### config.mk
export PLATFORM = sky130hd
export DESIGN_NAME = sbox_share_sched
export DESIGN_NICKNAME = d
export VERILOG_FILES = /design/src/rtl/sbox_share_sched.sv
export SDC_FILE = /design/constraint.sdc
export NUM_CORES = 1
export LEC_CHECK = 0
export ABC_CLOCK_PERIOD_IN_PS = 1530
export BUFFER_PORTS_ARGS = -buffer_cell sky130_fd_sc_hd__buf_4
export CORE_ASPECT_RATIO = 0.9
export CORE_MARGIN = 8
export CORE_UTILIZATION = 27
export CTS_CLUSTER_SIZE = 20
export DETAILED_ROUTE_END_ITERATION = 16
export PLACE_DENSITY = 0.78
export SLEW_MARGIN = 20
export SYNTH_ARGS = -nofsm -noshare
export SYNTH_HDL_FRONTEND = slang
export SYNTH_SLANG_ARGS = --single-unit
### constraint.sdc
create_clock -name clk -period 1.53 [get_ports clk]
set_input_delay 0.153 -clock clk [delete_from_list [all_inputs] [get_ports clk]]
set_output_delay 0.153 -clock clk [all_outputs]
set_load 0.05 [all_outputs]
### src/rtl/sbox_share_sched.sv
// sbox_share_sched: round-robin issue scheduler for a two-share pipelined masked S-box.
// Tracks in-flight work with a LATENCY-deep tag line and routes each result to its requester.
// Optional feature macro: SBOX_SCHED_DUMMY_EN (dummy issues on idle randomness).
module sbox_share_sched #(
    parameter int unsigned LATENCY = 4,
    parameter int unsigned RAND_W  = 64
) (
    input  logic              clk,
    input  logic              rst_n,
    input  logic              req0_valid,
    input  logic              req1_valid,
    output logic              req0_ready,
    output logic              req1_ready,
    input  logic [3:0]        req0_in0,
    input  logic [3:0]        req0_in1,
    input  logic [3:0]        req1_in0,
    input  logic [3:0]        req1_in1,
    input  logic [RAND_W-1:0] rnd_i,
    input  logic              rnd_valid,
    output logic              rnd_ack,
    output logic [3:0]        sb_in0,
    output logic [3:0]        sb_in1,
    output logic [RAND_W-1:0] sb_r,
    input  logic [3:0]        sb_out0,
    input  logic [3:0]        sb_out1,
    output logic              rsp0_valid,
    output logic [3:0]        rsp0_out0,
    output logic [3:0]        rsp0_out1,
    output logic              rsp1_valid,
    output logic [3:0]        rsp1_out0,
    output logic [3:0]        rsp1_out1,
    input  logic              flush,
    output logic              busy
);

    localparam int unsigned CNT_W = (LATENCY > 1) ? $clog2(LATENCY) : 1;

    typedef enum logic [1:0] {
        IDLE  = 2'd0,
        RUN   = 2'd1,
        DRAIN = 2'd2
    } state_t;

    state_t             r_state;
    state_t             w_state_nxt;
    logic [CNT_W-1:0]   r_cnt;
    logic [CNT_W-1:0]   w_cnt_nxt;
    logic               r_ptr;
    logic               w_ptr_nxt;
    logic [LATENCY-1:0] r_tag_v;
    logic [LATENCY-1:0] r_tag_id;
`ifdef SBOX_SCHED_DUMMY_EN
    logic [LATENCY-1:0] r_tag_dm;
`endif
    logic               w_can_issue;
    logic               w_issue;
    logic               w_dummy;
    logic               w_gnt_id;
    logic               w_retire;

    // State, drain counter and round-robin pointer registers
    always_ff @(posedge clk or negedge rst_n) begin
        if (!rst_n) begin
            r_state <= IDLE;
            r_cnt   <= '0;
            r_ptr   <= 1'b0;
        end else begin
            r_state <= w_state_nxt;
            r_cnt   <= w_cnt_nxt;
            r_ptr   <= w_ptr_nxt;
        end
    end

    // Tag line: shifts every cycle, cleared when flush is sampled
    always_ff @(posedge clk or negedge rst_n) begin
        if (!rst_n) begin
            r_tag_v  <= '0;
            r_tag_id <= '0;
`ifdef SBOX_SCHED_DUMMY_EN
            r_tag_dm <= '0;
`endif
        end else if (flush) begin
            r_tag_v  <= '0;
            r_tag_id <= '0;
`ifdef SBOX_SCHED_DUMMY_EN
            r_tag_dm <= '0;
`endif
        end else begin
            r_tag_v  <= (r_tag_v << 1) | LATENCY'(w_issue | w_dummy);
            r_tag_id <= (r_tag_id << 1) | LATENCY'(w_gnt_id);
`ifdef SBOX_SCHED_DUMMY_EN
            r_tag_dm <= (r_tag_dm << 1) | LATENCY'(w_dummy);
`endif
        end
    end

    // Arbitration, issue datapath, next-state logic and result routing
    always_comb begin
        w_state_nxt = r_state;
        w_cnt_nxt   = r_cnt;
        w_ptr_nxt   = r_ptr;
        w_issue     = 1'b0;
        w_dummy     = 1'b0;
        w_gnt_id    = 1'b0;
        req0_ready  = 1'b0;
        req1_ready  = 1'b0;
        rnd_ack     = 1'b0;
        sb_in0      = 4'h0;
        sb_in1      = 4'h0;
        sb_r        = '0;
        rsp0_valid  = 1'b0;
        rsp0_out0   = 4'h0;
        rsp0_out1   = 4'h0;
        rsp1_valid  = 1'b0;
        rsp1_out0   = 4'h0;
        rsp1_out1   = 4'h0;
        busy        = (r_state != IDLE);

        // flush wins over issue; reset gating keeps every output low while rst_n is low
        w_can_issue = rst_n && !flush && rnd_valid && (r_state != DRAIN);

        if (w_can_issue && (req0_valid || req1_valid)) begin
            w_issue   = 1'b1;
            w_gnt_id  = (req0_valid && req1_valid) ? r_ptr : req1_valid;
            w_ptr_nxt = ~w_gnt_id;
            rnd_ack   = 1'b1;
            sb_r      = rnd_i;
            if (w_gnt_id) begin
                req1_ready = 1'b1;
                sb_in0     = req1_in0;
                sb_in1     = req1_in1;
            end else begin
                req0_ready = 1'b1;
                sb_in0     = req0_in0;
                sb_in1     = req0_in1;
            end
        end
`ifdef SBOX_SCHED_DUMMY_EN
        else if (w_can_issue) begin
            w_dummy = 1'b1;
            rnd_ack = 1'b1;
            sb_in0  = rnd_i[3:0];
            sb_in1  = rnd_i[7:4];
            sb_r    = rnd_i;
        end
`endif

        case (r_state)
            IDLE: begin
                if (flush) begin
                    w_state_nxt = DRAIN;
                    w_cnt_nxt   = CNT_W'(LATENCY - 1);
                end else if (w_issue) begin
                    w_state_nxt = RUN;
                end
            end
            RUN: begin
                if (flush) begin
                    w_state_nxt = DRAIN;
                    w_cnt_nxt   = CNT_W'(LATENCY - 1);
                end else if (!w_issue && !w_dummy && (r_tag_v == '0)) begin
                    w_state_nxt = IDLE;
                end
            end
            DRAIN: begin
                if (flush) begin
                    w_cnt_nxt = CNT_W'(LATENCY - 1);
                end else if (r_cnt == '0) begin
                    w_state_nxt = IDLE;
                end else begin
                    w_cnt_nxt = r_cnt - CNT_W'(1);
                end
            end
            default: begin
                w_state_nxt = IDLE;
                w_cnt_nxt   = '0;
            end
        endcase

        // A result is delivered only to the requester named in its tag
        w_retire = r_tag_v[LATENCY-1] && (r_state != DRAIN);
`ifdef SBOX_SCHED_DUMMY_EN
        w_retire = w_retire && !r_tag_dm[LATENCY-1];
`endif
        if (w_retire) begin
            if (r_tag_id[LATENCY-1]) begin
                rsp1_valid = 1'b1;
                rsp1_out0  = sb_out0;
                rsp1_out1  = sb_out1;
            end else begin
                rsp0_valid = 1'b1;
                rsp0_out0  = sb_out0;
                rsp0_out1  = sb_out1;
            end
        end
    end

endmodule

==> summary.txt <==
core area -> 0.00449 mm2
leading area contributor after synthesis -> and2_1
CTS tree -> done
Crit. End Element -> output port
Synth Area in Adders -> 0.00987
Cell Area, Synth -> 0.00127 mm2
Crit path max-delay family -> simple AND/OR/NAND/NOR gates
Die Y -> 81 um
peak supply drop -> 0.440 mV
final setup vio count -> 95
fin crit period -> 1.93 ns
final setup margin -> -0.396 ns
first-pass GRT wire length -> 13.8 mm
H-tree depth -> 1
largest net degree at the start of global routing -> 20
Post-Synth XOR/XNOR Area -> 0.00691
post-synthesis mux area share -> 0.00888
Slew Limit Fails -> 0
Top Ports -> 188
Power Density -> 407 mW/mm2
DP Wirelength -> 6.20 mm
Slew @ Worst Pin -> 0.508 ns
CTS buffer count -> 3
Antenna Cells -> 0
run status -> finished, violations left
starting density of the core -> 0.282
vias in the first global route -> 2,334
drt drc -> 0
die area -> 0.00715 mm2
Bufs and invs on worst path -> 3
yosys synthesis warning count -> 0
initial antenna violation count -> 0
syn_area_per_cell -> 7.78 um2
post-DR vias/cell -> 4.91
gr usage total -> 0.257
combinational family with the most area after synthesis -> simple AND/OR/NAND/NOR gates
1st-pass router iterations -> 4
CP required -> 1.38 ns
Synth Area in Compound Gates -> 0.103
Hold Crit Depth -> 3
Reg area -> 325 um2
Max Clk Rate -> 0.519 GHz
RR Endpoint -> r_ptr$_DFFE_PN0N_
Multi-input gate area -> 0.00117 mm2
# clock sinks -> 13
R2R setup slack -> -0.17 ns
post-synth top area share -> 0.400
CP cell instances -> nor2b_4, or3_4, clkinv_8, buf_16, and2_4, buf_8
Yosys reg bits -> 13
MaxCap Viol Count -> 0
Fillers -> 184
CP max-delay cell -> or3_4
Finished Cell Area -> 0.00404 mm2
Worst Path Max Fanout -> 18
Routed wire per std cell -> 25.0 um
Clock Skew -> 0.00451 ns
failing checks -> negative setup slack
Final TNS setup -> -31.14 ns
Post-Synthesis Cells -> 163
row count -> 23
Arr. time, crit path -> 1.77 ns
Min-Delay Path Class -> input port to flip-flop
Vias -> 2,118
Worst slew margin -> 0.657
layout cell share with drive strength beyond 1 -> 0.848
post-layout net count -> 465
Die W -> 88.2 um
clk slew on worst S/H paths -> 0.06 ns
Startpoint Class -> flip-flop
Netlist cell types -> 26
Port Buf Inserts -> 187
Routed WL -> 10.8 mm
hold path start -> flush
final hold vios -> 0
Area growth syn-to-layout -> 219%
simple-gate share of the synthesized area -> 0.538
r2r startpoint -> r_state[1]$_DFFE_PN0P_
post-synthesis sequential area ratio -> 0.257
ratio of final minimum period to clock period -> 1.26
Cell Area, Placed -> 0.00310 mm2
post-route ant nets -> 0
slowest stage delay, CP -> 0.42 ns
CTS Root Cell -> clkbuf_8
initial DRC count -> 70
Leak -> 1.98 nW
insertion delay of the later-clocked pin in the worst-skew pair -> 0.24 ns
largest cells by area after synthesis -> and2_1 40%, dfrtp_1 26%, nand3b_1 4.7%, nor2b_1 4.4%, a21oi_1 3.9%
RSZ-0062 raised after global routing -> yes
gpl congestion -> 0.853
hold endpoint -> r_tag_v[3]$_DFF_PN0_
Mapped Nets -> 258
Setup CP Type -> flip-flop to output port
final hold slack -> 0.259 ns
clock tree buffer depth -> 2
Reg2Reg Depth -> 6
remaining global-route overflow -> 0
## report_power, final
group | internal [W] | leakage (nW) | total [W] | switching (W)
combinational | 0.000477 | 1.79 | 0.000930 | 0.000452
sequential | 0.000388 | 0.168 | 0.000413 | 0.0000247
clock | 0.000184 | 0.0228 | 0.000303 | 0.000119
total | 0.00105 | 1.98 | 0.00165 | 0.000596
## Yosys cell counts
cell type,number
dfrtp_1,13
ha_1,1
o41ai_1,1
and2_1,81
a21oi_1,10
nand3b_1,8
buf_6,4
or3_4,1
nor3b_1,2
nor2_1,3
and3b_1,1
or2_2,1
o21a_1,1
a2bb2oi_1,1
clkbuf_1,5
inv_2,1
inv_1,4
a211oi_1,1
nand2b_1,1
nor2b_1,9
buf_2,1
o21ai_0,8
xnor2_1,1
o211ai_1,1
mux2_1,1
clkbuf_2,2
## flip-flops by register name (all words and copies together) (netlist names)
register  cells
r_tag_v       4
r_cnt         2
r_ptr         1
r_tag_id      4
r_state       2
## worst max path at each step
stage	startpoint	to	slack, ns	cells after the start
after floorplan	r_state[1]$_DFFE_PN0P_	rsp0_out0[0]	-0.19	3
after global routing	r_state[1]$_DFFE_PN0P_	sb_r[30]	-0.43	6
final	r_state[1]$_DFFE_PN0P_	sb_r[30]	-0.40	6
after detailed placement	r_state[1]$_DFFE_PN0P_	sb_r[2]	-0.13	6
after global placement	r_state[1]$_DFFE_PN0P_	sb_r[37]	-0.11	6
after CTS	r_state[1]$_DFFE_PN0P_	sb_r[54]	-0.34	6
## placed cells by master (no fill, tap or decap), drive strengths merged
| master | count |
|---|---|
| nand3b | 8 |
| a21oi | 10 |
| nor2 | 3 |
| or3 | 1 |
| dlygate4sd3 | 1 |
| ha | 1 |
| or2 | 1 |
| inv | 4 |
| o21ai | 8 |
| a211oi | 1 |
| dfrtp | 13 |
| nor3b | 2 |
| clkbuf | 6 |
| o211ai | 1 |
| o41ai | 1 |
| and2 | 81 |
| clkinv | 1 |
| nand2b | 1 |
| buf | 210 |
| a2bb2oi | 1 |
| and3b | 2 |
| xnor2 | 1 |
| nor2b | 9 |
| mux2 | 1 |
| o21a | 1 |
## cell families (layout without fill, tap and decap cells)
kind of cell,after synthesis,after routing
AND/OR/NAND/NOR,107,108
XOR/XNOR,1,1
AO/OA/AOI/OAI,23,23
flip-flops,13,13
adder cells (fa/ha/maj),1,1
multiplexers,1,1
buffers and inverters,17,222
## routing by layer
metal / global-route usage / vias up / routed length [um]
met3: 0.0917 / 16 / 1030
met5: 0 / - / 0
met1: 0.243 / 1025 / 3700
met2: 0.507 / 144 / 5750
met4: 0.0725 / 0 / 274
li1: - / 933 / -
## final cells by class
| type | count | area share |
|---|---|---|
| repair buffers | 213 | 0.592 |
| multi-input cells | 134 | 0.290 |
| flip-flops and latches | 13 | 0.0805 |
| well taps | 62 | 0.0192 |
| clock buffers | 4 | 0.0111 |
| inverters | 5 | 0.00774 |
## metrics by stage
step                total power (W)  setup WS [ns]  cells  utilization
finish                      0.00165         -0.396    431        0.900
detailed placement          0.00118         -0.128    414        0.691
global placement            0.00116         -0.108    414        0.691
CTS                         0.00156         -0.340    426        0.877
floorplan                  0.000848         -0.189    163            -
global route                0.00171         -0.426    431        0.900
## worst reg2reg max path: cells and delay by family (launching register included)
family                 cells  cell delay [ns]
multiplexers               1             0.28
buffers and inverters      3             0.35
AND/OR/NAND/NOR            2             0.56
flip-flops                 1             0.39
## timing repair
action | CTS | global route
buffers inserted | 5 | 3
hold buffers | 1 | 0
gates cloned | 2 | 3
pin swaps | 9 | 7
gates resized for setup | 193 | 10
endpoints found under the hold margin | 13 | 0
setup endpoints to repair | 94 | 94
Note: power is estimated with default switching activity, not from simulation.
